===== config.mk =====
export PLATFORM = sky130hd
export DESIGN_NAME = seq_restoring_divider_flat
export DESIGN_NICKNAME = d
export VERILOG_FILES = /design/src/rtl/div_pkg.sv /design/src/rtl/seq_restoring_divider_if.sv /design/src/rtl/div_step.sv /design/src/rtl/seq_restoring_divider.sv /design/src/flat_wrapper.sv
export SDC_FILE = /design/constraint.sdc
export NUM_CORES = 1
export LEC_CHECK = 0
export BUFFER_PORTS_ARGS = -buffer_cell sky130_fd_sc_hd__buf_4
export CAP_MARGIN = 20
export CORE_ASPECT_RATIO = 1.25
export CORE_MARGIN = 2
export CORE_UTILIZATION = 48
export DETAILED_ROUTE_END_ITERATION = 6
export MAX_ROUTING_LAYER = met4
export PLACE_DENSITY = 0.72
export SYNTH_ARGS = -nofsm -noshare
export SYNTH_HDL_FRONTEND = slang
export SYNTH_SLANG_ARGS = --single-unit
export TNS_END_PERCENT = 100

===== constraint.sdc =====
create_clock -name clk -period 2 [get_ports clk]
set_input_delay 0 -clock clk [delete_from_list [all_inputs] [get_ports clk]]
set_output_delay 0 -clock clk [all_outputs]
set_load 0.005 [all_outputs]

===== src/rtl/div_pkg.sv =====
// Shared types and default sizes for the sequential restoring divider.
// COUNT_W is the width of the bit counter that walks the dividend MSB to LSB.
package div_pkg;

  localparam int DIVIDEND_W_DEF = 16;
  localparam int DIVISOR_W_DEF  = 8;

  typedef enum logic [1:0] {
    IDLE = 2'd0,
    CALC = 2'd1,
    DONE = 2'd2
  } div_state_t;

  function automatic int cnt_width(input int w);
    return (w > 1) ? $clog2(w) : 1;
  endfunction

  localparam int COUNT_W = cnt_width(DIVIDEND_W_DEF);

endpackage


===== src/rtl/seq_restoring_divider_if.sv =====
// Operand and result handshake bundle for the divider.
// The slave modport is the divider side; master is the producer/consumer side.
interface seq_restoring_divider_if #(
  parameter int DIVIDEND_W = 16,
  parameter int DIVISOR_W  = 8
);

  logic                  in_valid;
  logic                  in_ready;
  logic [DIVIDEND_W-1:0] dividend;
  logic [DIVISOR_W-1:0]  divisor;
  logic                  out_valid;
  logic                  out_ready;
  logic [DIVIDEND_W-1:0] quotient;
  logic [DIVISOR_W-1:0]  remainder;
  logic                  div_by_zero;

  modport master (
    output in_valid, dividend, divisor, out_ready,
    input  in_ready, out_valid, quotient, remainder, div_by_zero
  );

  modport slave (
    input  in_valid, dividend, divisor, out_ready,
    output in_ready, out_valid, quotient, remainder, div_by_zero
  );

endinterface


===== src/rtl/div_step.sv =====
// One restoring-division step: shift in a dividend bit, trial-subtract the divisor.
// Purely combinational so it can be replicated for an unrolled or pipelined divider.
module div_step #(
  parameter int DIVISOR_W = 8
) (
  input  logic [DIVISOR_W-1:0] r_i,
  input  logic                 bit_i,
  input  logic [DIVISOR_W-1:0] divisor_i,
  output logic [DIVISOR_W-1:0] r_o,
  output logic                 q_o
);

  // The shifted value needs one extra bit, otherwise the compare could wrap.
  logic [DIVISOR_W:0] t;

  always_comb begin
    t   = {r_i, bit_i};
    q_o = (t >= {1'b0, divisor_i});
    r_o = q_o ? DIVISOR_W'(t - {1'b0, divisor_i}) : t[DIVISOR_W-1:0];
  end

endmodule


===== src/rtl/seq_restoring_divider.sv =====
// Unsigned sequential restoring divider, one quotient bit per clock.
// Valid/ready on both sides; no overlap between operations.
module seq_restoring_divider
  import div_pkg::*;
#(
  parameter int DIVIDEND_W = DIVIDEND_W_DEF,
  parameter int DIVISOR_W  = DIVISOR_W_DEF
) (
  input  logic                    clk,
  input  logic                    rst,
  seq_restoring_divider_if.slave  bus
);

  localparam int CNT_W = cnt_width(DIVIDEND_W);

  div_state_t            state_q, state_d;
  logic [CNT_W-1:0]      cnt_q, cnt_d;
  logic [DIVIDEND_W-1:0] q_q, q_d;
  logic [DIVISOR_W-1:0]  r_q, r_d;
  logic [DIVISOR_W-1:0]  dsr_q, dsr_d;
  logic                  dbz_q, dbz_d;

  logic [DIVISOR_W-1:0]  step_r;
  logic                  step_q;

  div_step #(.DIVISOR_W(DIVISOR_W)) u_step (
    .r_i       (r_q),
    .bit_i     (q_q[DIVIDEND_W-1]),
    .divisor_i (dsr_q),
    .r_o       (step_r),
    .q_o       (step_q)
  );

  always_comb begin
    state_d = state_q;
    cnt_d   = cnt_q;
    q_d     = q_q;
    r_d     = r_q;
    dsr_d   = dsr_q;
    dbz_d   = dbz_q;
    case (state_q)
      IDLE: begin
        if (bus.in_valid) begin
          dsr_d = bus.divisor;
          if (bus.divisor == '0) begin
            state_d = DONE;
            q_d     = '1;
            r_d     = bus.dividend[DIVISOR_W-1:0];
            dbz_d   = 1'b1;
          end else begin
            state_d = CALC;
            q_d     = bus.dividend;
            r_d     = '0;
            cnt_d   = CNT_W'(DIVIDEND_W - 1);
            dbz_d   = 1'b0;
          end
        end
      end
      CALC: begin
        // Q doubles as the dividend shifter and the quotient accumulator.
        q_d = {q_q[DIVIDEND_W-2:0], step_q};
        r_d = step_r;
        if (cnt_q == '0) begin
          state_d = DONE;
        end else begin
          cnt_d = cnt_q - CNT_W'(1);
        end
      end
      DONE: begin
        if (bus.out_ready) begin
          state_d = IDLE;
        end
      end
      default: state_d = IDLE;
    endcase
  end

  always_ff @(posedge clk) begin
    if (rst) begin
      state_q <= IDLE;
      cnt_q   <= '0;
      q_q     <= '0;
      r_q     <= '0;
      dsr_q   <= '0;
      dbz_q   <= 1'b0;
    end else begin
      state_q <= state_d;
      cnt_q   <= cnt_d;
      q_q     <= q_d;
      r_q     <= r_d;
      dsr_q   <= dsr_d;
      dbz_q   <= dbz_d;
    end
  end

  assign bus.in_ready    = (state_q == IDLE);
  assign bus.out_valid   = (state_q == DONE);
  assign bus.quotient    = q_q;
  assign bus.remainder   = r_q;
  assign bus.div_by_zero = dbz_q;

endmodule


===== src/flat_wrapper.sv =====
// flat-port wrapper written by rule: the top's interface ports become plain ports
module seq_restoring_divider_flat import div_pkg::*;
#(
  parameter int DIVIDEND_W = DIVIDEND_W_DEF,
  parameter int DIVISOR_W  = DIVISOR_W_DEF
)
  (clk, rst, bus_in_valid, bus_dividend, bus_divisor, bus_out_ready, bus_in_ready, bus_out_valid, bus_quotient, bus_remainder, bus_div_by_zero);
  seq_restoring_divider_if #(.DIVIDEND_W(DIVIDEND_W), .DIVISOR_W(DIVISOR_W)) bus_i ();
  input  logic clk;
  input  logic rst;
  input wire logic [$bits(bus_i.in_valid)-1:0] bus_in_valid;
  input wire logic [$bits(bus_i.dividend)-1:0] bus_dividend;
  input wire logic [$bits(bus_i.divisor)-1:0] bus_divisor;
  input wire logic [$bits(bus_i.out_ready)-1:0] bus_out_ready;
  output wire logic [$bits(bus_i.in_ready)-1:0] bus_in_ready;
  output wire logic [$bits(bus_i.out_valid)-1:0] bus_out_valid;
  output wire logic [$bits(bus_i.quotient)-1:0] bus_quotient;
  output wire logic [$bits(bus_i.remainder)-1:0] bus_remainder;
  output wire logic [$bits(bus_i.div_by_zero)-1:0] bus_div_by_zero;
  assign bus_i.in_valid = bus_in_valid;
  assign bus_i.dividend = bus_dividend;
  assign bus_i.divisor = bus_divisor;
  assign bus_i.out_ready = bus_out_ready;
  assign bus_in_ready = bus_i.in_ready;
  assign bus_out_valid = bus_i.out_valid;
  assign bus_quotient = bus_i.quotient;
  assign bus_remainder = bus_i.remainder;
  assign bus_div_by_zero = bus_i.div_by_zero;
  seq_restoring_divider #(.DIVIDEND_W(DIVIDEND_W), .DIVISOR_W(DIVISOR_W)) u_core (.clk(clk), .rst(rst), .bus(bus_i));
endmodule

==> results of run 1 <==
==> power breakdown <==
group | internal, uW | switching, uW
sequential | 878 | 84.2
clock | 315 | 271
combinational | 678 | 684
total | 1870 | 1040
==> metal layers <==
layer,vias to the layer above,share of wire [%],track usage (%)
li1,1186,-,-
met3,13,3.2,4.09
met5,-,0,-
met1,1098,43,29.6
met2,52,52,42.2
met4,0,2.2,9.36
==> critical path: stages, from the launching register on <==
cell and delay, ns:
dfxtp_2 0.34, inv_2 0.04, ha_4 0.20, nor2b_4 0.12
o31a_1 0.25, o31a_1 0.29, or2_1 0.27, mux2i_1 0.14
a2111oi_2 0.31
==> area by class of cell <==
type	instances	area (um2)
inverter	13	48.8
clock buffer	8	100
sequential	39	787
multi-input combinational	223	1390
timing repair buffer	90	702
tap	58	72.6
fill	365	1290
==> timing repair <==
item / CTS / global route
resized for setup: 9 / 14
endpoints found under the hold margin: 9 / 0
setup buffers: 1 / 3
setup endpoints to repair: 8 / 14
pin swaps: 10 / 5
hold buffers: 9 / 0
gates cloned: 0 / 0
==> kinds of logic (layout without fill, tap and decap cells) <==
| logic type | Yosys count | in the layout |
|---|---|---|
| compound gates | 91 | 91 |
| xor+xnor | 3 | 3 |
| fa+ha+maj | 10 | 10 |
| buf+inv | 29 | 111 |
| flops | 39 | 39 |
| mux | 2 | 2 |
| simple gates | 117 | 117 |
==> flip-flops by register name, indices dropped and copies added, names as in the netlist <==
register,cells
u_core.dsr_q,8
u_core.state_q,2
u_core.bus.div_by_zero,1
u_core.bus.remainder,8
u_core.cnt_q,4
u_core.bus.quotient,16
==> worst max-delay path by stage <==
stage	endpoint	cells after the start	slack (ns)
floorplan	u_core.bus.remainder[3]	8	-0.11
global placement	u_core.bus.remainder[3]	8	-0.11
global route	u_core.bus.remainder[3]	8	-0.19
CTS	u_core.bus.remainder[3]	8	-0.08
finish	u_core.bus.remainder[3]	8	-0.07
detailed placement	u_core.bus.remainder[3]	8	-0.18
==> synthesized netlist by cell type <==
cell type  instances
nand2_1           64
dfxtp_1           39
a21oi_1           38
nor2_1            26
o21ai_0           15
inv_1             13
clkbuf_1          12
ha_1               9
o221ai_1           9
a211oi_1           4
nand3_1            4
nor3_1             4
o211ai_1           4
o21a_1             4
and2_1             3
buf_2              3
nor2b_1            3
o31a_1             3
xnor2_1            3
a21o_1             2
a221oi_1           2
a31oi_1            2
nand4_1            2
nor4_1             2
or3_1              2
a2111oi_2          1
a311o_2            1
a311oi_1           1
buf_4              1
fa_1               1
mux2_2             1
mux2i_1            1
nand2b_1           1
nor2b_4            1
nor4_2             1
nor4b_2            1
o211ai_2           1
o21a_4             1
o21ai_1            1
o2bb2ai_1          1
o31ai_1            1
or2_1              1
or2_2              1
or4_1              1
==> per-stage QoR <==
stage	instances	util, %	hold slack, ns
after detailed placement	410	63.1	0.265
after global routing	431	70.5	0.0195
after CTS	428	68.7	0.00465
after floorplan	291	-	0.128
final	431	70.5	0.00447
after global placement	410	63.1	0.261
==> impl_metrics.yaml, run 1 <==
logic_synthesis:
  synthSimpleGateAreaFrac_pct: 23.8
  synthMuxAreaShare_pct: 0.973
  avgSynthCellArea_um2: 7.52
  synth_top_family_by_area: "compound AO/OA/AOI/OAI gates"
  yosysTopAreaCell: "dfxtp_1"
  yosys_warnings: 0
  synth_area_um2: 2190
  synth_seq_area_share_pct: 35.7
  synth_area_leaders: "dfxtp_1 (36%), nand2_1 (11%), a21oi_1 (8.7%), ha_1 (5.1%), nor2_1 (4.5%)"
  synth_cell_types: 44
  synth_top_area_share_pct: 35.7
  synthAdderAreaFrac_pct: 6.06
  syn_inst: 291
  synth_compound_area_share_pct: 26.9
  ys_ff_latch: 39
  synth_xor_area_share_pct: 1.20
  syn_nets: 329
sta:
  fin_skew_ns: 0.00644
  finalCriticalPeriod_ns: 2.07
  slew_violations: 0
  hold_viol_final: 0
  relSlewSlack_pct: 61.4
  rsz0062_at_grt: "true"
  tightest_slew_ns: 0.578
  fin_crit_sh_pct: 104
  max_freq_mhz: 483
  setup_viol: 4
  worst_slack_ns: -0.0706
  tns_ns: -0.163
critical_path:
  reg2reg_from: "u_core.dsr_q[1]"
  cp-startpoint: "u_core.dsr_q[1]"
  crit_path_start_kind: "register"
  worstPathRequired_ns: 2.19
  ff2ff_setup_slack_ns: -0.07
  r2r_cells: 8
  path_max_fanout: 3
  cp-end-kind: "register"
  critPathKind: "reg -> reg"
  r2r-end: "u_core.bus.remainder[3]"
  cp.arrival_ns: 2.26
final_layout:
  diodes: 0
  area_growth_pct: 41.6
  final_layout_size_suffix_gt1_share_pct: 31.4
  layout_commonest_cell: "buf_4"
  final_area_um2: 3100
  final_cell_mix: "buf_4 (80), nand2_1 (63), a21oi_1 (38)"
  final_net_count: 410
global_route:
  overflow: 0
  first_global_vias: 2207
  grt_first_pass_wirelength_um: 9890
  grt_max_degree: 43
  antenna_found_initial: 0
  grt_usage_pct: 24.9
min_path:
  min_path_type: "in -> reg"
  min_from: "bus_dividend[14]"
  hold-path-endpoint: "u_core.bus.quotient[14]"
  hold_path_depth: 3
job:
  drv_cap: 0
clock_tree:
  numCtsBuffers: 5
  cts_root_buffer: "clkbuf_8"
  path_clk_slew_ns: 0.08
  clk_latency_ns: 0.29
  cts_sinks: 39
  cts_max_level: 2
  cts_tree: "done"
  clockBufferDepth: 2
drt:
  vias_per_cell: 5.45
  routed-via-count: 2349
  drcViolationCount: 0
  routed_wl_um: 6010
  first_pass_iters: 4
  ant_nets: 0
  wl_per_cell_um: 13.9
  first_iter_violations: 115
floorplan:
  rows: 27
  die_w_um: 64.4
  die-area_um2: 5120
  start_util_pct: 49.8
  io_pins: 55
  coreArea_um2: 4390
  die_y_um: 79.5
placement:
  gp_congestion: 0.914
  portBuffers: 54
  dp_slack_ns: -0.183
  dp_hpwl_um: 4190
  dpl_cell_area_um2: 2770
power_and_ir_drop:
  p_per_area_nw_per_um2: 940
  ir_worst_vdd_uv: 510
  p_leak_uw: 0.00132
  power_uw: 2910
status:
  violations: "negative setup slack"
  status: "complete, but fails checks"
(Power assumes the default switching activity.)
==> inputs of run 2 (changes only) <==
- CORE_UTILIZATION: 48 -> 56
- CTS_BUF_LIST: default -> sky130_fd_sc_hd__clkbuf_16
- PLACE_DENSITY: 0.72 -> 0.92
- clock period: 2 -> 2.7 ns (I/O delays scaled with it)
==> impl_metrics.yaml, run 2 (synthesis results as in run 1) <==
status:
  status: "finished, final reports clean"
drt:
  first_pass_iters: 4
  vias_per_cell: 6.08
  drcViolationCount: 0
  routed_wl_um: 6060
  routed-via-count: 2354
  wl_per_cell_um: 15.6
  first_iter_violations: 123
  ant_nets: 0
placement:
  portBuffers: 54
  gp_congestion: 0.908
  dp_hpwl_um: 4000
final_layout:
  final_layout_size_suffix_gt1_share_pct: 21.0
  register_area_um2: 781
  fill_cells: 272
  final_cell_mix: "nand2_1 (64), buf_4 (57), dfxtp_1 (39)"
  area_growth_pct: 29.5
  layout_commonest_cell: "nand2_1"
  diodes: 0
  largest_register_ffs: 16
  final_net_count: 384
  multi_input_area_um2: 1290
  postLayoutCoreUtil_pct: 75.4
critical_path:
  critPathKind: "reg -> reg"
  crit_path_start_kind: "register"
  path_max_fanout: 6
  slowest_delay_ns: 0.37
  cp.arrival_ns: 2.49
  worstPathRequired_ns: 2.89
  critical-path-slowest-cell: "dfxtp_1"
  crit_top_cell: "o31a_1"
  path_cells: "inv_1, ha_1, nor2b_4, o31a_1, o31a_1, or2_1, mux2i_1, a2111oi_2"
  cp-end-kind: "register"
global_route:
  grt_max_degree: 43
  overflow: 0
  grt_first_pass_wirelength_um: 9900
  grt_usage_pct: 30.5
  antenna_found_initial: 0
  first_global_vias: 2139
sta:
  max_freq_mhz: 434
  fin_skew_ns: 0.00393
  setup_viol: 0
  hold_viol_final: 0
  fin_crit_sh_pct: 85.4
  tns_ns: 0
  slew_violations: 0
  tightest_slew_ns: 0.624
  finalCriticalPeriod_ns: 2.30
  rsz0062_at_grt: "false"
  relSlewSlack_pct: 58.3
floorplan:
  die_y_um: 73.9
  coreArea_um2: 3750
  start_util_pct: 58.3
  die_w_um: 59.9
  rows: 25
  die-area_um2: 4420
  io_pins: 55
clock_tree:
  cts_sinks: 39
  cts_max_level: 2
  clockBufferDepth: 2
  cts_root_buffer: "clkbuf_16"
  cts_setup_buffers: 0
  cts_resized: 0
  path_clk_slew_ns: 0.06
  cts_tree: "done"
  numCtsBuffers: 5
  cts_hold_buf: 7
  clk_latency_ns: 0.28
power_and_ir_drop:
  ir_worst_vdd_uv: 534
  p_leak_uw: 0.00121
  p_per_area_nw_per_um2: 771
min_path:
  min_path_type: "in -> reg"
job:
  drv_cap: 0
## run 2: area by class of cell
class | instances | area share [%]
Clock inverter | 3 | 1.37
Timing Repair Buffer | 64 | 17.6
Inverter | 13 | 1.72
Sequential cell | 39 | 27.6
Clock buffer | 5 | 4.42
Multi-Input combinational cell | 223 | 45.6
Tap cell | 40 | 1.77
## run 2: path summary, 6_finish.rpt
kind / from / endpoint / slack [ns] / depth (start not counted)
worst min-delay path: bus_dividend[13] / u_core.bus.quotient[13] / 0.007 / 3
worst max-delay path: u_core.dsr_q[1] / u_core.bus.remainder[3] / 0.40 / 8
worst max register to register: u_core.dsr_q[1] / u_core.bus.remainder[3] / 0.40 / 8
worst min register to register: u_core.bus.div_by_zero / u_core.bus.div_by_zero / 0.46 / 2
## run 2: routing by layer
metal / up-vias / GRT usage, % / routed length, um
met5: - / - / 0
met4: 0 / 17.0 / 265
met3: 27 / 6.69 / 330
met2: 103 / 50.6 / 3170
met1: 1092 / 33.1 / 2290
li1: 1132 / - / -
## run 2: where the power goes
group          switching [uW]  leakage [uW]  total, uW  internal, uW
clock                     228     0.0000812        659           431
sequential               65.9      0.000321        716           650
combinational             447      0.000806        809           362
## run 2: critical path, delay by kind of cell, from the launching register on
| family | cells | cell delay, ns |
|---|---|---|
| and+or+nand+nor | 2 | 0.42 |
| DFF | 1 | 0.37 |
| buffers and inverters | 1 | 0.06 |
| adders and majority gates | 1 | 0.29 |
| AOI/OAI and AO/OA | 3 | 0.92 |
| muxes | 1 | 0.15 |
## run 2: per-stage QoR
step                total power (uW)  hold WS, ns  setup slack [ns]  instances  instance area [um2]
floorplan                       1270        0.136             0.576        291                 2190
finish                          2180      0.00666             0.395        387                 2830
global route                    2310       0.0324             0.292        387                 2830
detailed placement              1510        0.267             0.455        372                 2600
global placement                1480        0.260             0.522        372                 2600
CTS                             2180      0.00567             0.420        387                 2830
==> inputs of run 3 (changes only) <==
- ABC_AREA: default -> 0
- CORE_MARGIN: 2 -> 4
==> impl_metrics.yaml, run 3 (synthesis results as in run 1) <==
placement:
  portBuffers: 54
  dp_slack_ns: 0.472
  dp_hpwl_um: 4270
  gp_congestion: 0.913
global_route:
  grt_max_degree: 43
  grt_usage_pct: 27.5
  grt_first_pass_wirelength_um: 10600
  first_global_vias: 2276
  antenna_found_initial: 0
  overflow: 0
final_layout:
  postLayoutCoreUtil_pct: 75.7
  final_net_count: 383
  diodes: 0
  fill_cells: 263
  layout_commonest_cell: "nand2_1"
  final_layout_size_suffix_gt1_share_pct: 21.1
  final_cell_mix: "nand2_1 (64), buf_4 (57), dfxtp_1 (39)"
  largest_register_ffs: 16
  area_growth_pct: 30.9
clock_tree:
  clk_latency_ns: 0.28
  numCtsBuffers: 5
  cts_sinks: 39
  clockBufferDepth: 2
  cts_root_buffer: "clkbuf_16"
  path_clk_slew_ns: 0.06
  cts_max_level: 2
  cts_tree: "done"
min_path:
  min_path_type: "in -> reg"
job:
  drv_cap: 0
floorplan:
  rows: 25
  die-area_um2: 4980
  die_y_um: 77.9
  coreArea_um2: 3780
  io_pins: 55
  start_util_pct: 57.8
  die_w_um: 63.9
critical_path:
  cp.arrival_ns: 2.52
  worstPathRequired_ns: 2.88
  cp-end-kind: "register"
  path_max_fanout: 6
  critPathKind: "reg -> reg"
  crit_path_start_kind: "register"
power_and_ir_drop:
  p_leak_uw: 0.00122
  p_per_area_nw_per_um2: 801
  ir_worst_vdd_uv: 777
sta:
  finalCriticalPeriod_ns: 2.33
  slew_violations: 0
  tightest_slew_ns: 0.610
  fin_crit_sh_pct: 86.5
  setup_viol: 0
  relSlewSlack_pct: 59.2
  hold_viol_final: 0
  rsz0062_at_grt: "false"
  fin_skew_ns: 0.00512
  max_freq_mhz: 428
  worst_slack_ns: 0.366
  tns_ns: 0
drt:
  routed-via-count: 2380
  first_iter_violations: 204
  routed_wl_um: 6300
  ant_nets: 0
  vias_per_cell: 5.95
  drcViolationCount: 0
  first_pass_iters: 4
  wl_per_cell_um: 15.8
status:
  status: "finished, final reports clean"
## run 3: cell count changes in the layout (fill, tap and decap cells not counted)
cell           before  now
clkinv_2            1    0
clkinv_1            1    0
bufinv_16           1    2
dlygate4sd3_1       7    6
inv_1              13   14
## run 3: critical path, stage by stage, from the launching register on
cell and delay, ns:
dfxtp_1 0.40, inv_1 0.07, ha_1 0.30, nor2b_4 0.14, o31a_1 0.27, o31a_1 0.33
or2_1 0.28, mux2i_1 0.14, a2111oi_2 0.30
## run 3: worst paths after layout
kind	startpoint	endpoint	slack, ns	cells past startpoint
min	bus_divisor[6]	u_core.dsr_q[6]	0.009	3
min reg2reg	u_core.bus.div_by_zero	u_core.bus.div_by_zero	0.45	2
max reg2reg	u_core.dsr_q[1]	u_core.bus.remainder[3]	0.37	8
max	u_core.dsr_q[1]	u_core.bus.remainder[3]	0.37	8
## run 3: routing by layer
metal,global-route usage [%],share of wire (%),vias to the layer above
li1,-,-,1138
met1,30.4,37,1106
met2,45.6,52,101
met3,5.21,5.6,35
met4,16.0,5.5,0
met5,-,0,-
## run 3: through the flow
step | hold slack (ns) | area (um2) | power (uW) | instances
after floorplan | 0.136 | 2190 | 1270 | 291
after global placement | 0.260 | 2620 | 1490 | 386
after detailed placement | 0.269 | 2620 | 1510 | 386
after CTS | 0.00337 | 2860 | 2280 | 400
after global routing | 0.0121 | 2860 | 2430 | 400
final | 0.00879 | 2860 | 2290 | 400
## run 3: what timing repair did
action / 4_1_cts / 5_1_grt
endpoints found under the hold margin: 6 / 0
hold buffers: 6 / 0
setup buffers: 0 / 0
gates resized for setup: 0 / 0
## run 3: report_power, final
part / total, uW / internal (uW) / switching, uW / leakage [uW]
logic: 821 / 362 / 459 / 0.000802
registers: 718 / 650 / 68.5 / 0.000321
clock network: 754 / 526 / 229 / 0.0000952
total: 2290 / 1540 / 756 / 0.00122
## run 3: area by class of cell
type	count	area, um2	area share [%]
Multi-Input combinational cell	223	1290	45.0
Sequential cell	39	781	27.3
Timing Repair Buffer	63	488	17.0
Clock buffer	5	125	4.37
Tap cell	54	67.6	2.36
Clock inverter	3	63.8	2.23
Inverter	13	48.8	1.70
